## config.mk

```make
export PLATFORM = sky130hd
export DESIGN_NAME = fetch_stage
export DESIGN_NICKNAME = d
export VERILOG_FILES = /design/src/rtl/fetch_stage.sv
export SDC_FILE = /design/constraint.sdc
export NUM_CORES = 1
export LEC_CHECK = 0
export ABC_AREA = 1
export BUFFER_PORTS_ARGS = -buffer_cell sky130_fd_sc_hd__clkbuf_2
export CORE_MARGIN = 5
export CORE_UTILIZATION = 47
export CTS_CLUSTER_DIAMETER = 40
export DETAILED_ROUTE_END_ITERATION = 12
export MAX_ROUTING_LAYER = met4
export PLACE_DENSITY = 0.81
export SKIP_CTS_REPAIR_TIMING = 1
export SLEW_MARGIN = 15
export SYNTH_ARGS = -nofsm -noshare
export SYNTH_HDL_FRONTEND = slang
export SYNTH_SLANG_ARGS = --single-unit
export TNS_END_PERCENT = 30
```

## constraint.sdc

```tcl
create_clock -name clk_i -period 2 [get_ports clk_i]
set_input_delay 0.1 -clock clk_i [delete_from_list [all_inputs] [get_ports clk_i]]
set_output_delay 0.1 -clock clk_i [all_outputs]
set_load 0.01 [all_outputs]
```

## src/rtl/fetch_stage.sv

```systemverilog
// MIPS instruction-fetch stage: PC register, next-PC selection and the IF/ID pipeline register.
// Fetch runs only in the run state; redirects force word alignment and flag misaligned targets.
module fetch_stage #(
  parameter logic [31:0] RESET_PC = 32'h0000_0000,
  parameter logic [31:0] NOP_INST = 32'h0000_0000,
  parameter int unsigned PC_STEP  = 4
) (
  input  logic        clk_i,
  input  logic        rst_i,
  input  logic        start_i,
  input  logic        stall_i,
  input  logic        flush_i,
  input  logic        branch_i,
  input  logic [31:0] branch_target_i,
  input  logic        jump_i,
  input  logic [31:0] jump_target_i,
  input  logic [31:0] imem_data_i,
  output logic [31:0] imem_addr_o,
  output logic [31:0] pc_o,
  output logic [31:0] if_id_pc4_o,
  output logic [31:0] if_id_inst_o,
  output logic        if_id_valid_o,
  output logic        misalign_o
);

  typedef enum logic [0:0] {StIdle, StRun} state_e;

  localparam logic [31:0] PcStep = PC_STEP[31:0];

  state_e      state_q, state_d;
  logic [31:0] pc_q, pc_d;
  logic [31:0] inst_q, inst_d;
  logic [31:0] pc4_q, pc4_d;
  logic        valid_q, valid_d;
  logic        mis_q, mis_d;
  logic [31:0] pc_plus;

  assign pc_plus = pc_q + PcStep;

  always_ff @(posedge clk_i) begin
    if (rst_i) begin
      state_q <= StIdle;
    end else begin
      state_q <= state_d;
    end
  end

  always_comb begin
    state_d = state_q;
    case (state_q)
      StIdle:  if (start_i) state_d = StRun;
      StRun:   if (!start_i) state_d = StIdle;
      default: state_d = StIdle;
    endcase
  end

  // Defaults describe a bubble with the PC held; only a running, enabled fetch changes that.
  always_comb begin
    pc_d    = pc_q;
    inst_d  = NOP_INST;
    pc4_d   = '0;
    valid_d = 1'b0;
    mis_d   = mis_q;
    case (state_q)
      StRun: begin
        if (!start_i) begin
          pc_d = pc_q;
        end else if (stall_i) begin
          inst_d  = inst_q;
          pc4_d   = pc4_q;
          valid_d = valid_q;
        end else if (jump_i) begin
          pc_d  = {jump_target_i[31:2], 2'b00};
          mis_d = mis_q | (|jump_target_i[1:0]);
        end else if (branch_i) begin
          pc_d  = {branch_target_i[31:2], 2'b00};
          mis_d = mis_q | (|branch_target_i[1:0]);
        end else if (flush_i) begin
          pc_d = pc_plus;
        end else begin
          pc_d    = pc_plus;
          inst_d  = imem_data_i;
          pc4_d   = pc_plus;
          valid_d = 1'b1;
        end
      end
      default: pc_d = pc_q;
    endcase
  end

  always_ff @(posedge clk_i) begin
    if (rst_i) begin
      pc_q    <= RESET_PC;
      inst_q  <= NOP_INST;
      pc4_q   <= '0;
      valid_q <= 1'b0;
      mis_q   <= 1'b0;
    end else begin
      pc_q    <= pc_d;
      inst_q  <= inst_d;
      pc4_q   <= pc4_d;
      valid_q <= valid_d;
      mis_q   <= mis_d;
    end
  end

  assign imem_addr_o   = pc_q;
  assign pc_o          = pc_q;
  assign if_id_pc4_o   = pc4_q;
  assign if_id_inst_o  = inst_q;
  assign if_id_valid_o = valid_q;
  assign misalign_o    = mis_q;

endmodule

```

== Word-level counts from Yosys, hierarchy flattened ==
Cells that the tools add are included.
Widths: inputs -> output; s select.

* Flip-flop bits (word level): 99

* Bitwise logic cells: 5
* $add $sub $neg: 1
* Mux-type cells: 14
* Reductions and logical operators: 6

{| class="wikitable"
|+ Operators by type and width
! cell !! number
|-
| $mux 32 || 8
|-
| $add 32x3->32 const B || 1
|-
| $mux 1 || 6
|-
| $reduce_and 4->1 || 1
|-
| $reduce_or 2->1 || 2
|-
| $not 1->1 || 3
|-
| $reduce_and 3->1 || 1
|-
| $reduce_or 3->1 || 1
|-
| $or 1x1->1 || 2
|-
| $reduce_bool 2->1 || 1
|}

== Logic depth before layout (Yosys ltp) ==
* Word-level depth: 4
* Gate-level depth with buffers: 12

== Least setup slack after synthesis ==
Ideal clock, no wire load.

* Path type: register -> register
* Start: reg pc_q[2], in the netlist imem_addr_o[2]
* End: reg pc_q[22], in the netlist imem_addr_o[22]
* Arrival: 1.476 ns
* Cell stages (with the launch flop): 13
* Buffers on the path: 0
* Library setup time: 0.126 ns
* Path slack: 0.398 ns
* Cell sequence: dfxtp_1 > ha_1 > nand2_1 > nor2_4 > nand2_2 > nor2_4 > nand2_1 > nand2_1 > nand2_1 > nand2_1 > nand2_1 > nand2_1 > a21oi_1

* Cells in the longest elaborated chain, start to end: 3

{| class="wikitable"
|+ Ends and longest elaborated chain
! item !! RTL line !! RTL
|-
| start: declaration || 31 || <nowiki>logic [31:0] pc_q, pc_d;</nowiki>
|-
| start signal: assignment || 99 || <nowiki>pc_q <= pc_d;</nowiki>
|-
| $add 32x3->32 || 38 || <nowiki>assign pc_plus = pc_q + PcStep;</nowiki>
|-
| $mux 32 || 75 || <nowiki>end else if (branch_i) begin</nowiki>
|-
| $mux 32 || 72 || <nowiki>end else if (jump_i) begin</nowiki>
|}

Every way passes these cells.
A chain may end at the register's enable or synchronous reset.

== Worst setup path in the final report ==
* Start: reg pc_q[3], in the netlist imem_addr_o[3]
* End: reg pc_q[26], in the netlist imem_addr_o[26]

The elaborated chain is that of the path after synthesis.

==> run summary <==
synth-to-layout area growth - 29.12%
io pins - 233
Max Clock Skew - 0.01142 ns
most frequent cells in the layout - 228 x clkbuf_2, 188 x nand2_1, 96 x dfxtp_1, 74 x o21ai_0, 73 x inv_1
Pins Over Slew Limit - 0
Non-Filler Instances - 1,068
clock share of power - 0.355
DR iter-0 viols - 431
CP endpoint kind - flip-flop
Via density - 4.945
H-tree levels - 3
Cell Area, Synth - 4941 um2
Pwr Total - 3.750 mW
period utilization - 0.8498
ANT cells - 0
fin nets - 1,031
Die H - 112.5 um
site row count - 37
Synth Register Bits - 96
fin crit period - 1.700 ns
Sink Count - 96
routed length per instance - 14.99 um
Pleak - 3.051 nW
CP Data Required Time - 2.24 ns
Setup CP Type - reg2reg
Slew headroom - 0.6493
register area - 1922 um2
Power Dens Cells - 587.9 nW/um2
Sw Share - 0.2627
Avg Cell Area, Syn - 6.891 um2
GP Congestion - 0.9227
Final Hold Fails - 12
critical path startpoint category - flip-flop
root buffer cell - clkbuf_8
top cells by area, synth - dfxtp_1 39%, nand2_1 14%, o21ai_0 7.5%
Core Region - 10,280 um2
sequential area share after synthesis - 0.3890
status - complete, but fails checks
Port-buffer cells - 228
Switch Pwr - 985.3 uW
maximum clock rate - 588.3 MHz
max-cap violations - 0
area share of the largest cell type after synthesis - 0.3890
Data arrival, critical path - 1.94 ns
die width - 112.5 um
final setup TNS - 0 ns
total number of vias - 5,281
RSZ-0062 raised after global routing - false
share of layout cells above drive strength 1 - 0.3262
first-pass GRT wire length - 24,560 um
FF-to-FF path depth - 12
worst-path fanout max - 5
Multi-input gate area - 2313 um2
placed cell count - 1,032
All-Layer GR Usage - 0.2445
VDD IR max - 370.1 uV
count of different cell masters after synthesis - 29
Die Area - 12,660 um2
TritonCTS Buffers - 9
vias in the first global route - 4,892
Comb power frac - 0.119
hold_ws - -0.03579 ns
hold path cells - 3
Yosys top cell by area - dfxtp_1
final setup fails - 0
commonest non-fill, non-tap cell in the layout - clkbuf_2
initial antenna violation count - 0
largest net degree at the start of global routing - 37
Clock Tree Buf Depth - 2
Pre-antenna DRT Iters - 5
clk_lat worst skew - 0.36 ns
failing checks - hold timing
grt total ovfl - 0
worst-margin pin slew - 0.5228 ns
clock slew at reported path FFs - 0.10 ns
number of remaining DRC errors - 0
part of the power in registers - 0.526
Final Core Density - 0.6208
hpwl dp - 11,870 um
Int Power - 2.765 mW
Synth warnings - 0
CTS tree - done
fill count - 996
Final ANT Viol Nets - 0
Starting Density - 0.4808
worst hold-check path type - in2reg
cells after synthesis - 717
Routed WL - 16,010 um
worst paths after layout:
kind	startpoint	end	slack (ns)
max	imem_addr_o[3]	imem_addr_o[26]	0.30
min	imem_data_i[19]	if_id_inst_o[19]	-0.04
max reg2reg	imem_addr_o[3]	imem_addr_o[26]	0.30
min reg2reg	if_id_valid_o	if_id_valid_o	0.45
power groups by stage:
stage	clock [mW]	combinational, mW	sequential, mW
floorplan	0	0.234	2.02
global placement	0	0.410	2.02
detailed placement	0	0.412	2.02
CTS	1.35	0.415	1.97
global route	1.43	0.494	1.98
finish	1.33	0.448	1.97
state kept, by name, indices dropped and copies added, names as in the netlist:
| signal | cells |
|---|---|
| if_id_inst_o | 32 |
| if_id_pc4_o | 31 |
| imem_addr_o | 30 |
| if_id_valid_o | 1 |
| misalign_o | 1 |
| state_q | 1 |
per-layer routing:
metal | wire, um | vias up | GRT usage
met4 | 300 | 0 | 0.08494
met5 | 0 | - | -
met3 | 1204 | 24 | 0.03935
met1 | 7017 | 2341 | 0.3183
li1 | - | 2667 | -
met2 | 7485 | 249 | 0.3862
logic make-up (layout without fill, tap and decap cells):
kind of cell,Yosys count,count (layout),synth area share
AOI/OAI and AO/OA,162,162,0.1687
xor gates and xnor gates,14,14,0.02482
adders and majority gates,1,1,0.002532
buffers and inverters,143,355,0.1461
DFF,96,96,0.3890
other,1,4,0.0007590
and+or+nand+nor,300,300,0.2682
critical path, stage by stage, from the launching register on:
cell and delay (ns):
dfxtp_1 0.40, ha_1 0.20, nand2_1 0.09, nor2_4 0.13, nand2_2 0.14, nor2_4 0.21
nand2_1 0.07, nand2_1 0.06, nand2_1 0.07, nand2_1 0.06, nand2_1 0.05, nand2_1 0.05
a21oi_1 0.05
Yosys cell counts (all sizes together):
master and count:
clkbuf 21, and2 1, or2 21, dfxtp 96, dlymetal6s2s 1, dlygate4sd1 2
buf 45, nor4 1, nand4 4, o211ai 9, xnor2 11, clkinv 1
nand3 31, xor2 3, ha 1, nor3 2, conb 1, nand2 194
inv 73, nor2 46, a21oi 59, o21ai 94
cell type report:
class	instances	area share
Sequential cell	96	0.3012
Timing Repair Buffer	265	0.2342
Tap cell	136	0.02667
Clock buffer	10	0.02157
Clock inverter	6	0.01020
Multi-Input combinational cell	481	0.3626
Inverter	74	0.04354
through the flow:
stage / cell area (um2) / hold slack, ns / setup WS (ns)
floorplan: 4952 / 0.1691 / 0.3983
global placement: 5977 / 0.3335 / 0.3865
detailed placement: 5977 / 0.3371 / 0.3289
CTS: 6180 / -0.05555 / 0.2970
global route: 6380 / -0.02313 / 0.08650
finish: 6380 / -0.03579 / 0.3003
(Power assumes the default switching activity.)
